**src/rtl/smul_acc.sv**
```systemverilog
// rtl/smul_acc.sv - saturating product accumulator downstream of smul_16x16
//
// Sums a programmed number of signed products into a wide accumulator and
// saturates the total to the product width. The result is held for the
// register bus to poll.
//
// Ports:
//   clk        system clock
//   rst_n      asynchronous active-low reset
//   start      one-cycle pulse: latch len, zero accumulator, begin run
//   clear      one-cycle pulse: abort run, clear result and flags (beats start)
//   len        number of products to accumulate, sampled on start
//   in_valid   product on in_data valid this cycle (no backpressure)
//   in_data    signed product from the multiplier
//   busy       high while accumulating or saturating
//   out_valid  result valid; held until next start or clear
//   result     signed saturated sum
//   ovf        sticky: saturation occurred in this run
//   drop       sticky: a product arrived while not accumulating
//   count      products accepted so far in the current run
module smul_acc #(
  parameter int IN_W  = 32,
  parameter int ACC_W = 40,
  parameter int CNT_W = 8
) (
  input  logic             clk,
  input  logic             rst_n,
  input  logic             start,
  input  logic             clear,
  input  logic [CNT_W-1:0] len,
  input  logic             in_valid,
  input  logic [IN_W-1:0]  in_data,
  output logic             busy,
  output logic             out_valid,
  output logic [IN_W-1:0]  result,
  output logic             ovf,
  output logic             drop,
  output logic [CNT_W-1:0] count
);

  typedef enum logic [1:0] {
    S_IDLE,
    S_ACC,
    S_SAT,
    S_DONE
  } state_t;

  // Largest and smallest values representable in IN_W bits, expressed at
  // accumulator width so the saturation compare is a plain signed compare.
  localparam logic signed [ACC_W-1:0] ACC_MAX =
    {{(ACC_W-IN_W+1){1'b0}}, {(IN_W-1){1'b1}}};
  localparam logic signed [ACC_W-1:0] ACC_MIN =
    {{(ACC_W-IN_W+1){1'b1}}, {(IN_W-1){1'b0}}};
  localparam logic [IN_W-1:0]  RES_MAX = {1'b0, {(IN_W-1){1'b1}}};
  localparam logic [IN_W-1:0]  RES_MIN = {1'b1, {(IN_W-1){1'b0}}};
  localparam logic [CNT_W-1:0] CNT_ONE = {{(CNT_W-1){1'b0}}, 1'b1};

  state_t                  state;
  logic [CNT_W-1:0]        len_r;
  logic signed [ACC_W-1:0] acc;

  logic signed [ACC_W-1:0] in_ext;
  logic signed [ACC_W-1:0] acc_sum;
  logic [CNT_W-1:0]        count_inc;
  logic                    last_prod;
  logic                    sat_hi;
  logic                    sat_lo;

  assign in_ext    = {{(ACC_W-IN_W){in_data[IN_W-1]}}, in_data};
  assign acc_sum   = acc + in_ext;
  assign count_inc = count + CNT_ONE;
  // len_r is never zero in ACC: a zero length goes straight to SAT.
  assign last_prod = (count_inc == len_r);
  assign sat_hi    = (acc > ACC_MAX);
  assign sat_lo    = (acc < ACC_MIN);

  always_ff @(posedge clk or negedge rst_n) begin
    if (!rst_n) begin
      state     <= S_IDLE;
      len_r     <= '0;
      acc       <= '0;
      count     <= '0;
      result    <= '0;
      out_valid <= 1'b0;
      ovf       <= 1'b0;
      drop      <= 1'b0;
      busy      <= 1'b0;
    end else if (clear) begin
      state     <= S_IDLE;
      acc       <= '0;
      count     <= '0;
      result    <= '0;
      out_valid <= 1'b0;
      ovf       <= 1'b0;
      drop      <= 1'b0;
      busy      <= 1'b0;
    end else if (start) begin
      // Restart is legal from any state; a partial run is simply discarded.
      // Accumulation begins next cycle, so a product on the start cycle is
      // dropped and re-arms the sticky flag that start otherwise clears.
      len_r     <= len;
      acc       <= '0;
      count     <= '0;
      out_valid <= 1'b0;
      ovf       <= 1'b0;
      drop      <= in_valid;
      busy      <= 1'b1;
      state     <= (len == '0) ? S_SAT : S_ACC;
    end else begin
      case (state)
        S_ACC: begin
          if (in_valid) begin
            acc   <= acc_sum;
            count <= count_inc;
            if (last_prod) begin
              state <= S_SAT;
            end
          end
        end
        S_SAT: begin
          if (sat_hi) begin
            result <= RES_MAX;
            ovf    <= 1'b1;
          end else if (sat_lo) begin
            result <= RES_MIN;
            ovf    <= 1'b1;
          end else begin
            result <= acc[IN_W-1:0];
          end
          out_valid <= 1'b1;
          busy      <= 1'b0;
          state     <= S_DONE;
          if (in_valid) begin
            drop <= 1'b1;
          end
        end
        S_IDLE, S_DONE: begin
          if (in_valid) begin
            drop <= 1'b1;
          end
        end
        default: begin
          state <= S_IDLE;
          busy  <= 1'b0;
        end
      endcase
    end
  end

endmodule

```
**config.mk**
```make
export PLATFORM = sky130hd
export DESIGN_NAME = smul_acc
export DESIGN_NICKNAME = d
export VERILOG_FILES = /design/src/rtl/smul_acc.sv
export SDC_FILE = /design/constraint.sdc
export NUM_CORES = 1
export LEC_CHECK = 0
export ABC_AREA = 0
export BUFFER_PORTS_ARGS = -buffer_cell sky130_fd_sc_hd__buf_2
export CORE_MARGIN = 2
export CORE_UTILIZATION = 30
export DETAILED_ROUTE_END_ITERATION = 6
export PLACE_DENSITY = 0.5
export SLEW_MARGIN = 25
export SYNTH_ARGS = -nofsm -noshare
export SYNTH_HDL_FRONTEND = slang
export SYNTH_SLANG_ARGS = --single-unit
```
**constraint.sdc**
```tcl
create_clock -name clk -period 5.9 [get_ports clk]
set_input_delay 1.18 -clock clk [delete_from_list [all_inputs] [get_ports clk]]
set_output_delay 1.18 -clock clk [all_outputs]
set_load 0.005 [all_outputs]
```
# Yosys cells after proc, flatten, opt, wreduce, memory -nomap -nowiden
# Cells that the tools add are included.
[totals]
register_bits = 94
elab_cells = 71
output_inout_bits = 44
inputBits = 45
[op_classes]
n_reduce_logical = 16
n_eq_ne = 7
n_mux = 34
magnitude_cmp = 2
bitwise = 1
add_sub_neg = 2
[op_table]
columns = ["cell", "n"]
rows = [
  ["2-to-1 mux 32 bit", 5],
  ["2-to-1 mux 40 bit", 4],
  ["adder 40 x 32 -> 40 bit", 1],
  ["greater-than comparator 40 x 32 -> 1 bit (second input constant)", 1],
  ["less-than comparator 40 x 32 -> 1 bit (second input constant)", 1],
  ["2-to-1 mux 8 bit", 4],
  ["2-to-1 mux 1 bit", 15],
  ["nonzero test 3 bit", 4],
  ["2-to-1 mux 2 bit", 5],
  ["AND reduction 2 bit", 5],
  ["adder 8 x 1 -> 8 bit (second input constant)", 1],
  ["equality test 8 bit", 1],
  ["zero test 8 bit", 1],
  ["inequality test 4 bit (second input constant)", 2],
  ["nonzero test 4 bit", 2],
  ["equality test 2 bit (second input constant)", 2],
  ["one-hot mux 2 bit (2 select lines)", 1],
  ["AND reduction 3 bit", 1],
  ["OR reduction 3 bit", 1],
  ["equality test 2 x 1 -> 1 bit (second input constant)", 1],
  ["zero test 2 bit", 1],
  ["inequality test 2 x 1 -> 1 bit (second input constant)", 1],
  ["nonzero test 2 bit", 1],
  ["NOT 1 bit", 1],
]

# Longest topological paths before layout
[logic_depth]
ltp_word = 7
depth_mapped = 11

# Worst setup path after synthesis
# No wires, ideal clock.
[synth_path]
path_type = "input -> register"
from = "input in_data[0]"
to = "register acc[38]"
setup_time_ps = 126
cell_stages = 11
t_arrival_ps = 3424
required_time_ps = 5774
path_buffers = 0
setup_slack_ps = 2350
path_cell_list = "ha_1 > fa_1 > a21oi_1 > o211ai_1 > nand3_1 > nand3_1 > a31o_2 > a31o_4 > a31oi_1 > o21ai_0 > a221o_1"
[synth_between]
elab_chain_len = 5
[synth_rtl]
columns = ["item", "line_no", "source"]
rows = [
  ["start, declared", "32", "input logic [IN_W-1:0] in_data,"],
  ["adder 40 x 32 -> 40 bit", "70", "assign acc_sum = acc + in_ext;"],
  ["2-to-1 mux 40 bit", "112", "if (in_valid) begin"],
  ["2-to-1 mux 40 bit", "110", "case (state)"],
  ["2-to-1 mux 40 bit", "97", "end else if (start) begin"],
  ["2-to-1 mux 40 bit", "88", "end else if (clear) begin"],
  ["end signal, assigned", "113", "acc <= acc_sum;"],
  ["end, declared", "60", "logic signed [ACC_W-1:0] acc;"],
]
# No other way between the ends. The select of a mux whose other input is x is not followed.
# A chain may end at the register's enable or synchronous reset.

# Worst setup path after layout
[layout_path]
from = "input in_data[0]"
to = "register acc[36]"
# The elaborated chain is that of the path after synthesis.

==> results.sh <==
export IMPL_status="completed"
export IMPL_placed_area_um2=6865
export IMPL_synth_distinct_cells=63
export IMPL_crit_start="in_data[0]"
export IMPL_yosys_warnings=0
export IMPL_async_flop_share_pct=100.0
export IMPL_diodes=0
export IMPL_synthCells=721
export IMPL_tightestPinTransition_ps=912.7
export IMPL_maxSlewHeadroom_pct=39.15
export IMPL_syn_area_um2=6161
export IMPL_dp_cells=1048
export IMPL_setup_violations=0
export IMPL_power_leakage_nw=3.447
export IMPL_synth_seq_cells=94
export IMPL_worstPathArrival_ps=3890
export IMPL_gr_usage_all_layers_pct=16.94
export IMPL_p_per_area_nw_per_um2=219.9
export IMPL_crit_type="input port to flip-flop"
export IMPL_final_cells=1065
export IMPL_reg2regPathDepth=11
export IMPL_hold_path_class="flip-flop to flip-flop"
export IMPL_r2r_slack_ps=2760
export IMPL_clk_pin_slew_ps=70
export IMPL_grt_pass1_wl_um=29490
export IMPL_r2r_start="acc[0]"
export IMPL_place_congestion=0.8074
export IMPL_postCtsHoldBufs=0
export IMPL_post_cts_buffers=0
export IMPL_htreeDepth=3
export IMPL_chipWidth_um=147.3
export IMPL_gr_total_overflow=0
export IMPL_avgViaCountPerCell=5.155
export IMPL_grt_util_met2_pct=27.01
export IMPL_max_vdd_ir_drop_uv=128.5
export IMPL_slew_violations=0
export IMPL_io_buffers=88
export IMPL_syn_avg_cell_area_um2=8.545
export IMPL_max_freq_mhz=275.1
export IMPL_ant_nets=0
export IMPL_finClkSkew_ps=8.147
export IMPL_period_needed_ps=3635
export IMPL_grt_pass1_vias=5567
export IMPL_register_area_um2=2352
export IMPL_dr_pass1_iters=4
export IMPL_core_rowCount=52
export IMPL_fillers=2133
export IMPL_reg2reg_to="acc[36]"
export IMPL_wire_per_inst_um=16.57
export IMPL_synth_edf_count=0
export IMPL_routed_wl_um=17650
export IMPL_clockBufferDepth=2
export IMPL_cts_root_buf="clkbuf_16"
export IMPL_ioPinCount=89
export IMPL_startpoint_type="input port"
export IMPL_setup_tns_ps=0
export IMPL_end_kind="flip-flop"
export IMPL_ys_seq_area_share_pct=38.18
export IMPL_drv_cap=0
export IMPL_final_hold_violation_count=0
export IMPL_cts_sinks=94
export IMPL_numCtsBuffers=9
export IMPL_ctsResizeCount=0
export IMPL_synth_main_ff_cell="dfrtp_1"
export IMPL_start_util_pct=30.55
export IMPL_die_area_um2=21700
export IMPL_use_met1_pct=23.78
export IMPL_nNetsFinal=879
export IMPL_multi_input_area_um2=3633
export IMPL_critPathMaxFanout=4
export IMPL_grt_use_met3_pct=2.795
export IMPL_grt_max_degree=52
export IMPL_drc=0
export IMPL_drive_gt1_share_pct=17.61
export IMPL_drt_initial_drc_count=260
export IMPL_fin_area_um2=7201
export IMPL_die_h_um=147.3
export IMPL_clk_latency_ps=360
export IMPL_rsz0062_at_grt="no"
export IMPL_syn_num_nets=810
export IMPL_vias=5490
export IMPL_synthToLayoutAreaGrowth_pct=16.88
export IMPL_hpwl_um=12420
export IMPL_antenna_found_initial=0
export IMPL_crit_path_end="acc[36]"
export IMPL_cts_tree="yes"
export IMPL_critical_path_required_ps=6150
export IMPL_busiest_layer="met2"
export IMPL_fin_crit_sh_pct=61.61
export IMPL_core_um2=20170
export IMPL_fin_util_pct=35.70
-- placed cells by master, fill, tap and decap left out, types with 4 or more instances in the layout --
master / Yosys / layout
buf_2: 1 / 87
xnor2_1: 20 / 20
a211oi_1: 5 / 5
a21o_1: 21 / 21
a221o_1: 5 / 5
mux2_2: 8 / 8
nor2_1: 39 / 39
clkbuf_16: 0 / 9
and3_1: 10 / 10
nand2_1: 119 / 118
ha_1: 43 / 43
o211ai_1: 5 / 5
a21oi_1: 109 / 107
nand3_1: 22 / 22
dfrtp_1: 94 / 94
nand4_1: 13 / 13
a31oi_1: 4 / 4
or3_1: 5 / 5
inv_1: 15 / 15
nor3_1: 9 / 9
o21ai_0: 53 / 53
nor4_1: 7 / 7
o21bai_1: 6 / 6
xor2_1: 18 / 18
buf_4: 0 / 7
-- synth_stat cells, drive strengths merged (2+ instances only) --
cell	count	area share [%]
buf	4	0.26
nand3	22	1.8
nand2	119	7.3
a31o	3	0.57
o2111ai	2	0.39
and2	3	0.30
nor4	8	0.91
a221o	5	0.81
and3	10	1.0
clkbuf	33	2.0
xnor2	20	2.8
a31oi	5	0.61
or3	5	0.51
o31ai	2	0.24
a21oi	110	9.0
nor3	9	0.73
o21ai	58	4.8
mux2	8	1.5
dfrtp	94	38
a221oi	3	0.43
nand4	13	1.3
o311a	2	0.32
a211oi	5	0.61
a21o	21	2.6
nand2b	3	0.30
xor2	18	2.6
nor2	39	2.4
o211ai	5	0.61
o21bai	7	1.0
o41ai	2	0.41
or2	3	0.30
a2111oi	2	0.69
ha	43	8.7
nand4b	3	0.43
inv	15	0.91
-- registers in the layout, summed over array words and instances, names as in the netlist --
signal     count
acc           40
result        32
count          8
len_r          8
state          2
busy           1
drop           1
out_valid      1
ovf            1
-- per-stage QoR --
step / power (mW) / hold slack, ps / worst slack [ps]
4_1_cts: 1.603 / 480.3 / 2274
6_report: 1.584 / 477.1 / 2265
5_1_grt: 1.661 / 502.5 / 2094
3_3_place_gp: 0.9765 / 456.7 / 2003
3_5_place_dp: 0.9755 / 464.7 / 1916
2_1_floorplan: 0.8741 / 473.3 / 2350
-- worst min path at each step --
stage                     cells after the start  slack, ps  startpoint    endpoint
after floorplan                               2        470   result[0]   result[0]
after global placement                        2        460   result[1]   result[1]
after detailed placement                      2        460   result[7]   result[7]
after CTS                                     2        480   result[7]   result[7]
after global routing                          2        500  result[27]  result[27]
final                                         2        480   result[7]   result[7]
-- cells by family (layout without fill, tap and decap cells) --
kind of cell,count (synthesis),after routing,synth area share [%]
AOI/OAI and AO/OA,243,243,24.82
adders and majority gates,44,44,9.058
and+or+nand+nor,241,241,17.73
muxes,9,9,1.625
xor gates and xnor gates,38,38,5.402
DFF,94,94,38.18
buffers and inverters,52,126,3.188
-- area by class of cell --
type                       instances  share of cell area (%)
clock buffer                       9                   3.128
clock inverter                     7                   1.112
inverter                          15                  0.7819
multi-input combinational        575                   50.46
sequential                        94                   32.67
tap                              270                   4.692
timing repair buffer              95                   7.159
-- power breakdown --
group          internal, mW  switching [mW]  total [mW]
Clock                 0.334           0.286       0.620
Combinational         0.102           0.176       0.279
Sequential            0.666          0.0186       0.684
Total                  1.10           0.481        1.58
-- per-layer routing --
layer,share of wire (%),routed length [µm]
met1,49,8664
met2,46,8118
met3,3.5,625
met4,1.4,241
met5,0,0
-- worst max-delay path: stages --
cell and delay (ps):
buf_2 100, ha_1 230, fa_1 410, a21oi_1 240, o211ai_1 220, nand3_1 150
nand3_1 150, a221o_1 360, a31oi_2 310, o21ba_2 210, nor3_1 50, a221o_1 270
Power figures use the tool's default switching activity.
